<file path="config.mk">
export PLATFORM = sky130hd
export DESIGN_NAME = imm_encoder
export DESIGN_NICKNAME = d
export VERILOG_FILES = /design/src/rtl/imm_encoder.sv
export SDC_FILE = /design/constraint.sdc
export NUM_CORES = 1
export LEC_CHECK = 0
export ABC_AREA = 1
export CORE_UTILIZATION = 26
export CTS_BUF_LIST = sky130_fd_sc_hd__clkbuf_8
export DETAILED_ROUTE_END_ITERATION = 10
export SETUP_SLACK_MARGIN = 0.05
export SYNTH_ARGS = -nofsm -noshare
export SYNTH_HDL_FRONTEND = slang
export SYNTH_SLANG_ARGS = --single-unit
</file>
<file path="constraint.sdc">
create_clock -name clk -period 4.3 [get_ports clk]
set_clock_uncertainty 0.15 [all_clocks]
set_input_delay 0.86 -clock clk [delete_from_list [all_inputs] [get_ports clk]]
set_output_delay 0.86 -clock clk [all_outputs]
set_load 0.05 [all_outputs]
</file>
<file path="src/rtl/imm_encoder.sv">
// Packs a 32-bit immediate into the I/S/B/J/U fields of an RV32 instruction word.
// Two-stage valid/ready pipeline with representability flags and saturating counters.
module imm_encoder #(
    parameter int unsigned CNT_W = 16
) (
    input  logic             clk,
    input  logic             rst_n,
    input  logic             in_valid,
    output logic             in_ready,
    input  logic [31:0]      in_base,
    input  logic [31:0]      in_imm,
    input  logic [2:0]       in_sel,
    output logic             out_valid,
    input  logic             out_ready,
    output logic [31:0]      out_inst,
    output logic             out_err_range,
    output logic             out_err_sel,
    input  logic             cnt_clr,
    output logic [CNT_W-1:0] enc_cnt,
    output logic [CNT_W-1:0] err_cnt
);

    localparam logic [2:0] ImmSelI = 3'd0;
    localparam logic [2:0] ImmSelS = 3'd1;
    localparam logic [2:0] ImmSelB = 3'd2;
    localparam logic [2:0] ImmSelJ = 3'd3;
    localparam logic [2:0] ImmSelU = 3'd4;

    logic             s1_valid_q, s1_valid_d;
    logic [31:0]      s1_base_q, s1_base_d;
    logic [31:0]      s1_fields_q, s1_fields_d;
    logic [2:0]       s1_sel_q, s1_sel_d;
    logic             s1_err_range_q, s1_err_range_d;
    logic             s1_err_sel_q, s1_err_sel_d;
    logic             s2_valid_q, s2_valid_d;
    logic [31:0]      s2_inst_q, s2_inst_d;
    logic             s2_err_range_q, s2_err_range_d;
    logic             s2_err_sel_q, s2_err_sel_d;
    logic [CNT_W-1:0] enc_cnt_q, enc_cnt_d;
    logic [CNT_W-1:0] err_cnt_q, err_cnt_d;

    logic        adv1, adv2, out_hs;
    logic        sext_ok11, sext_ok12, sext_ok20;
    logic [31:0] enc_fields;
    logic        enc_err_range, enc_err_sel;
    logic [31:0] field_mask;
    logic [31:0] merged_inst;

    assign adv2     = !s2_valid_q | out_ready;
    assign adv1     = !s1_valid_q | adv2;
    assign in_ready = adv1;
    assign out_hs   = s2_valid_q & out_ready;

    // Upper bits must be a pure sign extension of the highest encodable bit.
    assign sext_ok11 = (&in_imm[31:11]) | ~(|in_imm[31:11]);
    assign sext_ok12 = (&in_imm[31:12]) | ~(|in_imm[31:12]);
    assign sext_ok20 = (&in_imm[31:20]) | ~(|in_imm[31:20]);

    always_comb begin
        enc_fields    = '0;
        enc_err_range = 1'b0;
        enc_err_sel   = 1'b0;
        case (in_sel)
            ImmSelI: begin
                enc_fields    = {in_imm[11:0], 20'b0};
                enc_err_range = !sext_ok11;
            end
            ImmSelS: begin
                enc_fields    = {in_imm[11:5], 13'b0, in_imm[4:0], 7'b0};
                enc_err_range = !sext_ok11;
            end
            ImmSelB: begin
                enc_fields    = {in_imm[12], in_imm[10:5], 13'b0, in_imm[4:1], in_imm[11], 7'b0};
                enc_err_range = !sext_ok12 | in_imm[0];
            end
            ImmSelJ: begin
                enc_fields    = {in_imm[20], in_imm[10:1], in_imm[11], in_imm[19:12], 12'b0};
                enc_err_range = !sext_ok20 | in_imm[0];
            end
            ImmSelU: begin
                enc_fields    = {in_imm[31:12], 12'b0};
                enc_err_range = |in_imm[11:0];
            end
            default: enc_err_sel = 1'b1;
        endcase
    end

    // Undefined formats get an empty mask so the base word passes through untouched.
    always_comb begin
        field_mask = 32'h0000_0000;
        case (s1_sel_q)
            ImmSelI:          field_mask = 32'hFFF0_0000;
            ImmSelS, ImmSelB: field_mask = 32'hFE00_0F80;
            ImmSelJ, ImmSelU: field_mask = 32'hFFFF_F000;
            default:          field_mask = 32'h0000_0000;
        endcase
        merged_inst = (s1_base_q & ~field_mask) | (s1_fields_q & field_mask);
    end

    always_comb begin
        s1_valid_d     = s1_valid_q;
        s1_base_d      = s1_base_q;
        s1_fields_d    = s1_fields_q;
        s1_sel_d       = s1_sel_q;
        s1_err_range_d = s1_err_range_q;
        s1_err_sel_d   = s1_err_sel_q;
        s2_valid_d     = s2_valid_q;
        s2_inst_d      = s2_inst_q;
        s2_err_range_d = s2_err_range_q;
        s2_err_sel_d   = s2_err_sel_q;
        enc_cnt_d      = enc_cnt_q;
        err_cnt_d      = err_cnt_q;

        if (adv1) begin
            s1_valid_d = in_valid;
            if (in_valid) begin
                s1_base_d      = in_base;
                s1_fields_d    = enc_fields;
                s1_sel_d       = in_sel;
                s1_err_range_d = enc_err_range;
                s1_err_sel_d   = enc_err_sel;
            end
        end

        if (adv2) begin
            s2_valid_d = s1_valid_q;
            if (s1_valid_q) begin
                s2_inst_d      = merged_inst;
                s2_err_range_d = s1_err_range_q;
                s2_err_sel_d   = s1_err_sel_q;
            end
        end

        if (cnt_clr) begin
            enc_cnt_d = '0;
            err_cnt_d = '0;
        end else if (out_hs) begin
            if (enc_cnt_q != '1) enc_cnt_d = enc_cnt_q + CNT_W'(1);
            if ((s2_err_range_q | s2_err_sel_q) && (err_cnt_q != '1)) begin
                err_cnt_d = err_cnt_q + CNT_W'(1);
            end
        end
    end

    always_ff @(posedge clk or negedge rst_n) begin
        if (!rst_n) begin
            s1_valid_q     <= 1'b0;
            s1_base_q      <= '0;
            s1_fields_q    <= '0;
            s1_sel_q       <= '0;
            s1_err_range_q <= 1'b0;
            s1_err_sel_q   <= 1'b0;
            s2_valid_q     <= 1'b0;
            s2_inst_q      <= '0;
            s2_err_range_q <= 1'b0;
            s2_err_sel_q   <= 1'b0;
            enc_cnt_q      <= '0;
            err_cnt_q      <= '0;
        end else begin
            s1_valid_q     <= s1_valid_d;
            s1_base_q      <= s1_base_d;
            s1_fields_q    <= s1_fields_d;
            s1_sel_q       <= s1_sel_d;
            s1_err_range_q <= s1_err_range_d;
            s1_err_sel_q   <= s1_err_sel_d;
            s2_valid_q     <= s2_valid_d;
            s2_inst_q      <= s2_inst_d;
            s2_err_range_q <= s2_err_range_d;
            s2_err_sel_q   <= s2_err_sel_d;
            enc_cnt_q      <= enc_cnt_d;
            err_cnt_q      <= err_cnt_d;
        end
    end

    assign out_valid     = s2_valid_q;
    assign out_inst      = s2_inst_q;
    assign out_err_range = s2_err_range_q;
    assign out_err_sel   = s2_err_sel_q;
    assign enc_cnt       = enc_cnt_q;
    assign err_cnt       = err_cnt_q;

endmodule

</file>
==> results_dict.tcl, run 1 <==
set metrics [dict create \
    status "finished, final reports clean" \
    cp-start-kind "input pin" \
    core_area_um2 23750 \
    slew_viol_final 0 \
    diodes 0 \
    worst_path_max_delay_cell "clkdlybuf4s50_1" \
    via_per_inst 4.558 \
    vdd_drop_max_v 0.0002597 \
    finalWirelength_um 18120 \
    finalHoldViolCount 0 \
    rows 56 \
    hpwl_um 12490 \
    min_period_over_period_pct 77.82 \
    place_area_um2 8061 \
    syn_area_um2 6361 \
    critPathBufInv 3 \
    clk_latency_ns 0.45 \
    synth_mux_area_share_pct 0 \
    end_kind "output port" \
    cts_tree "built" \
    area_growth_pct 33.42 \
    drcViolationCount 0 \
    setup_viol 0 \
    grt_max_degree 108 \
    die-area_um2 25100 \
    cts_hold_buf 0 \
    drive_gt1_share_pct 6.263 \
    synth-xor-area-share_pct 1.515 \
    synth_edf_count 0 \
    p_switching_mw 1.533 \
    cp_top_family "buffers and inverters" \
    syn_inst 824 \
    io_buffers 139 \
    track_usage_pct 15.12 \
    cts_buffer_depth 2 \
    synth_seq_cells 130 \
    vias 5894 \
    p_comb_share_pct 31.8 \
    clock.fmax_ghz 0.2989 \
    synth-simple-area-share_pct 31.35 \
    dr.pass1.iters 4 \
    maxCapViolCount 0 \
    leakagePower_nw 3.912 \
    post_cts_buffers 0 \
    clockRootBuffer "clkbuf_8" \
    cp_cell_sequence "clkdlybuf4s50_1, inv_1, nand3_1, clkdlybuf4s50_1" \
    synth_top_family_by_area "simple AND/OR/NAND/NOR gates" \
    cpPeakStageDelay_ns 0.83 \
    overflow 0 \
    tns_ns 0 \
    cts.clk_slew.worst_paths_ns 0.08 \
    worst_pin_slew_ns 1.052 \
    criticalPathCategory "input pin to output port" \
    power_frac_seq_pct 39.4 \
    antenna_found_initial 1 \
    synthArstFlopShare_pct 100.0 \
    critPathMaxFanout 3 \
    wl_per_cell_um 14.02 \
    rsz0062_at_grt "false" \
    holdCritPathClass "flip-flop to flip-flop" \
    slew_headroom_pct 29.76 \
    arrival_ns 2.34 \
    die_w_um 158.4 \
    yosys_warnings 0 \
    place_congestion 0.8901 \
    p_int_mw 2.420 \
    first_global_vias 5642 \
    finalWorstPathRequiredPeriod_ns 3.346 \
    final_antenna_net_count 0 \
    grt_pass1_wl_um 29330 \
    cts_inserted_buffers 17 \
    cts.sinks 130 \
    powerDensity_nw_per_um2 465.8 \
    p_sw_share_pct 38.78 \
    layout.nets 1035 \
    io_pins 140 \
    ys_types 34 \
    synth_compound_area_share_pct 9.815 \
    fin_area_um2 8487 \
    start_util_pct 26.78 \
    critical_path_required_ns 3.29 \
    synth_adder_area_share_pct 0.3934 \
    seq_area_frac_synth_pct 51.14 \
    cts.htree.levels 4 \
    clockPowerShare_pct 28.8 \
    synth_nets 898 \
    yosys_most_used_dff "dfrtp_1" \
    dieHeight_um 158.4 \
    cts-resized-gates 0 \
    critPathMostFrequentCell "clkdlybuf4s50_1" \
    syn_avg_cell_area_um2 7.720 \
    dr.first_iter.drc_count 366 \
]
-- final cells by class --
class                      instances  area (µm²)
clock inverter                    14       177.7
clock buffer                      18       247.7
timing repair buffer             144        1430
tap                              319       399.1
fill                            2462       15270
sequential                       130        3253
multi-input combinational        605        2743
inverter                          63       236.5
-- cell usage in the layout, fill, tap and decap left out, types with 2 or more instances in the layout --
master,count
inv_6,4
ha_1,2
nand2_4,3
nand3_1,46
inv_1,60
nor3_1,7
inv_2,2
buf_4,5
o31ai_1,7
o311ai_0,3
nand4_2,3
xor2_1,10
clkdlybuf4s50_1,138
nand3_2,2
nor2_1,83
o21ai_0,70
dfrtp_1,130
clkinvlp_4,2
clkinv_1,2
clkbuf_8,18
clkinv_4,2
nand4_1,14
a31o_2,3
o21ai_2,5
bufinv_16,3
a21oi_1,12
nand2_1,318
o21ai_1,2
o22ai_1,6
-- per-layer routing --
metal | part of all wire, % | vias up | GRT usage [%]
li1 | - | 2921 | -
met1 | 48 | 2778 | 20.92
met2 | 44 | 176 | 23.31
met3 | 6.4 | 17 | 4.056
met4 | 0.94 | 2 | 3.617
met5 | 0.066 | - | 0
-- cells in the mapped netlist (2+ instances only) --
| cell type | count | area, µm² |
|---|---|---|
| dfrtp_1 | 130 | 3253 |
| buf_6 | 2 | 22.52 |
| xor2_1 | 10 | 87.58 |
| nand3_2 | 2 | 20.02 |
| nand4_2 | 3 | 37.54 |
| o21ai_2 | 5 | 43.79 |
| o21ai_0 | 70 | 350.3 |
| nand4_1 | 14 | 87.58 |
| o22ai_1 | 6 | 37.54 |
| inv_1 | 59 | 221.5 |
| buf_2 | 12 | 60.06 |
| nand2_1 | 319 | 1197 |
| ha_1 | 2 | 25.02 |
| nand2_4 | 3 | 33.78 |
| o21ai_1 | 2 | 10.01 |
| clkbuf_1 | 11 | 41.29 |
| clkinv_1 | 2 | 7.510 |
| o311ai_0 | 3 | 26.28 |
| nand3_1 | 46 | 230.2 |
| nor3_1 | 7 | 35.03 |
| inv_2 | 2 | 7.510 |
| o31ai_1 | 7 | 52.55 |
| a31o_2 | 3 | 26.28 |
| a21oi_1 | 12 | 60.06 |
| nor2_1 | 83 | 311.6 |
-- power groups by stage --
stage | clock network (mW) | logic, mW | registers, mW
final | 1.14 | 1.26 | 1.56
after CTS | 1.18 | 1.28 | 1.56
after detailed placement | 0 | 1.27 | 1.58
after global routing | 1.23 | 1.36 | 1.58
after floorplan | 0 | 0.335 | 2.00
after global placement | 0 | 1.26 | 1.58
-- sequential cells by signal (all words and copies together) (netlist names) --
signal and cells:
s1_fields_q 25, s1_valid_q 1, out_err_sel 1, enc_cnt 16, out_inst 32, s1_err_range_q 1
out_err_range 1, s1_err_sel_q 1, out_valid 1, err_cnt 16, s1_sel_q 3, s1_base_q 32
-- logic make-up after synthesis --
group | after synthesis
compound gates | 110
xor+xnor | 11
fa+ha+maj | 2
buf+inv | 89
flops | 130
simple gates | 482
-- path summary, 6_finish.rpt --
path	start	end	slack [ns]	cells after the start
min in group asynchronous	rst_n	enc_cnt[10]	0.38	1
max in group asynchronous	rst_n	out_inst[1]	2.65	2
worst min register to register	s1_base_q[6]	out_inst[6]	0.33	2
worst max register to register	enc_cnt[0]	enc_cnt[15]	2.06	10
worst max-delay path	out_ready	in_ready	0.95	4
worst min-delay path	s1_base_q[6]	out_inst[6]	0.33	2
-- worst reg2reg max path, stage by stage (launching register included) --
cell     delay, ns
dfrtp_1       0.47
ha_1          0.28
nand3_1       0.17
inv_1         0.14
nand2_1       0.10
nor2_1        0.11
nand2_1       0.08
nand2_4       0.22
inv_1         0.19
nand4_1       0.10
o21ai_0       0.10
-- metrics by stage --
stage	total power [mW]	instances	hold slack, ns	setup WS, ns	utilization [%]
after floorplan	2.335	824	0.2922	1.948	-
after global placement	2.842	1261	0.3031	0.9602	33.94
after detailed placement	2.851	1261	0.3090	0.9452	33.94
after CTS	4.014	1293	0.3308	0.9409	35.73
after global routing	4.177	1293	0.3461	0.8776	35.73
final	3.953	1293	0.3261	0.9539	35.73
No activity file was read; power rests on OpenSTA's default activity.
==> run 2: changes to the inputs <==
Clock period 4.3 ns to 3 ns, I/O delays scaled along.
==> results_dict.tcl, run 2 (synthesized netlist as in run 1, its figures left out) <==
set metrics [dict create \
    status "finished, final reports clean" \
    core_area_um2 23750 \
    leakagePower_nw 3.920 \
    slew_viol_final 0 \
    cp_cell_sequence "clkdlybuf4s50_1" \
    critPathBufInv 1 \
    first_global_vias 5819 \
    area_growth_pct 33.77 \
    min_period_over_period_pct 84.64 \
    grt_pass1_wl_um 28890 \
    finalWorstPathRequiredPeriod_ns 2.539 \
    cts_buffer_depth 2 \
    arrival_ns 1.79 \
    track_usage_pct 14.71 \
    cp_top_family "buffers and inverters" \
    clockRootBuffer "clkbuf_8" \
    io_buffers 139 \
    pre_cts_ws_ns 0.5454 \
    worstSetupStartpoint "err_cnt[8]" \
    worst_pin_slew_ns 0.7085 \
    cp_num_cells 1 \
    cts.sinks 130 \
    cts.htree.levels 4 \
    dr.first_iter.drc_count 312 \
    reg2reg_from "enc_cnt[0]" \
    reg2reg_to "enc_cnt[15]" \
    placed_cells 1267 \
    fillerInstances 2470 \
    drive_gt1_share_pct 6.844 \
    worst_slack_ns 0.4609 \
    io_pins 140 \
    powerDensity_nw_per_um2 638.1 \
    end_kind "output port" \
    mostFrequentLayoutCell "nand2_1" \
    crit_end "err_cnt[8]" \
    wl_per_cell_um 13.46 \
    grt_max_degree 57 \
    p_int_mw 3.297 \
    criticalPathCategory "flip-flop to output port" \
    rsz0062_at_grt "false" \
    p_switching_mw 2.133 \
    setup_viol 0 \
    die-area_um2 25100 \
    rows 56 \
    via_per_inst 4.539 \
    antenna_found_initial 0 \
    cp-start-kind "flip-flop" \
    p_comb_share_pct 33.3 \
    slew_headroom_pct 52.40 \
    critical_path_required_ns 2.25 \
    vdd_drop_max_v 0.0003980 \
    start_util_pct 26.78 \
    p_sw_share_pct 39.29 \
    layout_common_cells "nand2_1 (318), clkdlybuf4s50_1 (137), dfrtp_1 (130)" \
    vias 5892 \
    clock.fmax_ghz 0.3938 \
    hpwl_um 12730 \
    cts_inserted_buffers 17 \
    final_antenna_net_count 0 \
    holdCritPathClass "flip-flop to flip-flop" \
    diodes 0 \
    cts-resized-gates 0 \
    finalWirelength_um 17470 \
    worst_path_max_delay_cell "clkdlybuf4s50_1" \
    die_w_um 158.4 \
    reg2reg_depth 10 \
    layout.nets 1042 \
    cts.clk_slew.worst_paths_ns 0.07 \
    fin_cells 1298 \
    maxCapViolCount 0 \
    dr.pass1.iters 5 \
    drcViolationCount 0 \
    dieHeight_um 158.4 \
    finalHoldViolCount 0 \
    post_cts_buffers 0 \
    power_frac_seq_pct 41.3 \
    overflow 0 \
    clk_latency_ns 0.43 \
    place_congestion 0.8498 \
    tns_ns 0 \
    critPathMaxFanout 7 \
    rrSetupSlack_ns 0.83 \
    cpPeakStageDelay_ns 0.86 \
    clockPowerShare_pct 25.4 \
    cts_tree "built" \
]
[run 2: changes by cell type in the layout (fill, tap and decap cells not counted)]
cell and delta:
clkinvlp_4 +2, clkdlybuf4s50_1 -1, inv_8 -1, buf_4 +4
inv_1 -1, clkinv_2 +2, dlygate4sd3_1 +1, inv_6 -2
bufinv_16 -2, buf_12 +3
[run 2: tightest hold or removal path: stages (launching register included)]
cell	delay [ns]
dfrtp_1	0.34
nand2_1	0.05
nand2_1	0.04
[run 2: metrics by stage]
step	power [mW]	utilization [%]	hold slack [ns]	instance area, µm²
final	5.430	35.82	0.3188	8509
after global routing	5.748	35.82	0.3493	8509
after CTS	5.519	35.82	0.3257	8509
after detailed placement	4.100	34.28	0.3018	8142
after global placement	4.084	34.28	0.3062	8142
after floorplan	3.346	-	0.1544	6361
[run 2: repair_timing]
action / CTS / global route
hold buffers: 1 / 0
endpoints found under the setup margin: 0 / 0
endpoints found under the hold margin: 42 / 0
[run 2: metal layers]
layer	up-vias	share of wire, %	wire (µm)	GRT usage (%)
met3	11	5.7	992	3.538
li1	2931	-	-	-
met4	0	0.62	109	3.205
met1	2779	49	8510	20.26
met5	-	0	0	0
met2	171	45	7858	23.25
[run 2: layout make-up]
type / count / area [µm²] / share of cell area (%)
Multi-Input combinational cell: 605 / 2743 / 32.23
Inverter: 63 / 236.5 / 2.779
Timing Repair Buffer: 151 / 1520 / 17.87
Clock buffer: 18 / 247.7 / 2.911
Tap cell: 319 / 399.1 / 4.690
Clock inverter: 12 / 110.1 / 1.294
Sequential cell: 130 / 3253 / 38.23
[run 2: worst min path at each step]
| stage | start | endpoint | slack (ns) | cells after the start |
|---|---|---|---|---|
| floorplan | rst_n | enc_cnt[0] | 0.15 | 0 |
| global placement | s1_base_q[2] | out_inst[2] | 0.31 | 2 |
| detailed placement | s1_base_q[5] | out_inst[5] | 0.30 | 2 |
| CTS | s1_base_q[1] | out_inst[1] | 0.33 | 2 |
| global route | s1_base_q[1] | out_inst[1] | 0.35 | 2 |
| finish | s1_base_q[1] | out_inst[1] | 0.32 | 2 |
[run 2: power groups by stage]
stage	Combinational (mW)	Clock (mW)	Sequential, mW
finish	1.81	1.38	2.24
global placement	1.81	0	2.28
floorplan	0.481	0	2.87
detailed placement	1.83	0	2.27
CTS	1.83	1.44	2.25
global route	1.96	1.51	2.28
==> run 3: changes to the inputs <==
Clock period 3 ns to 2.55 ns, I/O delays scaled along.
==> results_dict.tcl, run 3 (synthesized netlist as in run 1, its figures left out) <==
set metrics [dict create \
    pre_cts_ws_ns 0.2045 \
    die_w_um 158.4 \
    drive_gt1_share_pct 7.215 \
    wl_met3_um 1062 \
    met1_length_um 8676 \
    holdCritPathClass "flip-flop to flip-flop" \
    drcViolationCount 0 \
    place_congestion 0.8767 \
    fin_util_pct 36.23 \
    hpwl_um 12980 \
    clockRootBuffer "clkbuf_8" \
    area_growth_pct 35.27 \
    slew_viol_final 0 \
    mostFrequentLayoutCell "nand2_1" \
    clk_latency_ns 0.44 \
    dr.pass1.iters 4 \
    io_pins 140 \
    cp-start-kind "flip-flop" \
    power_mw 6.490 \
    worst_slack_ns 0.1337 \
    dr.first_iter.drc_count 262 \
    rrSetupSlack_ns 0.37 \
    highest_layer "met5" \
    cts.sinks 130 \
    status "finished, final reports clean" \
    criticalPathCategory "flip-flop to output port" \
    cts.htree.levels 4 \
    final_antenna_net_count 0 \
    arrival_ns 1.76 \
    critPathMaxFanout 5 \
    core_area_um2 23750 \
    first_global_vias 5641 \
    grt_max_degree 53 \
    leakagePower_nw 4.086 \
    rows 56 \
    die-area_um2 25100 \
    worst_pin_slew_ns 0.6405 \
    place_area_um2 8204 \
    wl_per_cell_um 13.68 \
    worst_path_max_delay_cell "clkdlybuf4s50_1" \
    finalWirelength_um 17820 \
    wl_met2_um 7955 \
    via_per_inst 4.526 \
    slew_headroom_pct 57.01 \
    diodes 0 \
    hold_slack_ns 0.3218 \
    powerDensity_nw_per_um2 754.3 \
    critical_path_required_ns 1.89 \
    clock.fmax_ghz 0.4139 \
    cts_tree "built" \
    min_period_over_period_pct 94.76 \
    io_buffers 139 \
    track_usage_pct 15.00 \
    dieHeight_um 158.4 \
    vias 5897 \
    rsz0062_at_grt "false" \
    cts_inserted_buffers 17 \
    vdd_drop_max_v 0.0004409 \
    cp_cell_sequence "clkdlybuf4s50_1" \
    overflow 0 \
    post_cts_buffers 0 \
    setup_viol 0 \
    critPathBufInv 1 \
    antenna_found_initial 1 \
    tns_ns 0 \
    finalWorstPathRequiredPeriod_ns 2.416 \
    cp_top_family "buffers and inverters" \
    finalHoldViolCount 0 \
    layout.nets 1047 \
    fin_cells 1303 \
    start_util_pct 26.78 \
    layout_common_cells "nand2_1 (318), dfrtp_1 (130), clkdlybuf4s50_1 (130)" \
    cts.clk_slew.worst_paths_ns 0.07 \
    maxCapViolCount 0 \
    cts_buffer_depth 2 \
    cpPeakStageDelay_ns 0.85 \
    placed_cells 1272 \
    end_kind "output port" \
    fin_area_um2 8605 \
    grt_pass1_wl_um 28810 \
]
## run 3: repair_timing
| action | 4_1_cts | 5_1_grt |
|---|---|---|
| hold buffers | 1 | 0 |
| hold endpoints to repair | 44 | 0 |
| setup endpoints to repair | 0 | 7 |
| gates resized for setup | 0 | 7 |
## run 3: worst paths after layout
path	cells past startpoint	endpoint	from
max	1	err_cnt[13]	err_cnt[13]
min	2	out_inst[6]	s1_base_q[6]
max reg2reg	10	enc_cnt[0]	enc_cnt[0]
min reg2reg	2	out_inst[6]	s1_base_q[6]
max in group asynchronous	3	s1_fields_q[11]	rst_n
min in group asynchronous	2	enc_cnt[6]	rst_n
## run 3: layout make-up
class | count | area, µm²
Fill cell | 2439 | 15150
Sequential cell | 130 | 3253
Multi-Input combinational cell | 605 | 2743
Timing Repair Buffer | 156 | 1600
Tap cell | 319 | 399.1
Inverter | 63 | 236.5
Clock buffer | 17 | 234.0
Clock inverter | 13 | 138.9
## run 3: power breakdown
group / internal, mW / leakage, nW / total (mW) / switching [mW]
Sequential: 2.40 / 1.67 / 2.64 / 0.234
Combinational: 0.709 / 2.23 / 2.15 / 1.44
Clock: 0.857 / 0.182 / 1.70 / 0.847
Total: 3.97 / 4.09 / 6.49 / 2.52
## run 3: routing by layer
layer | vias up | GRT usage (%)
met1 | 2742 | 21.00
li1 | 2942 | -
met5 | - | 0
met2 | 197 | 22.58
met3 | 14 | 4.001
met4 | 2 | 4.212
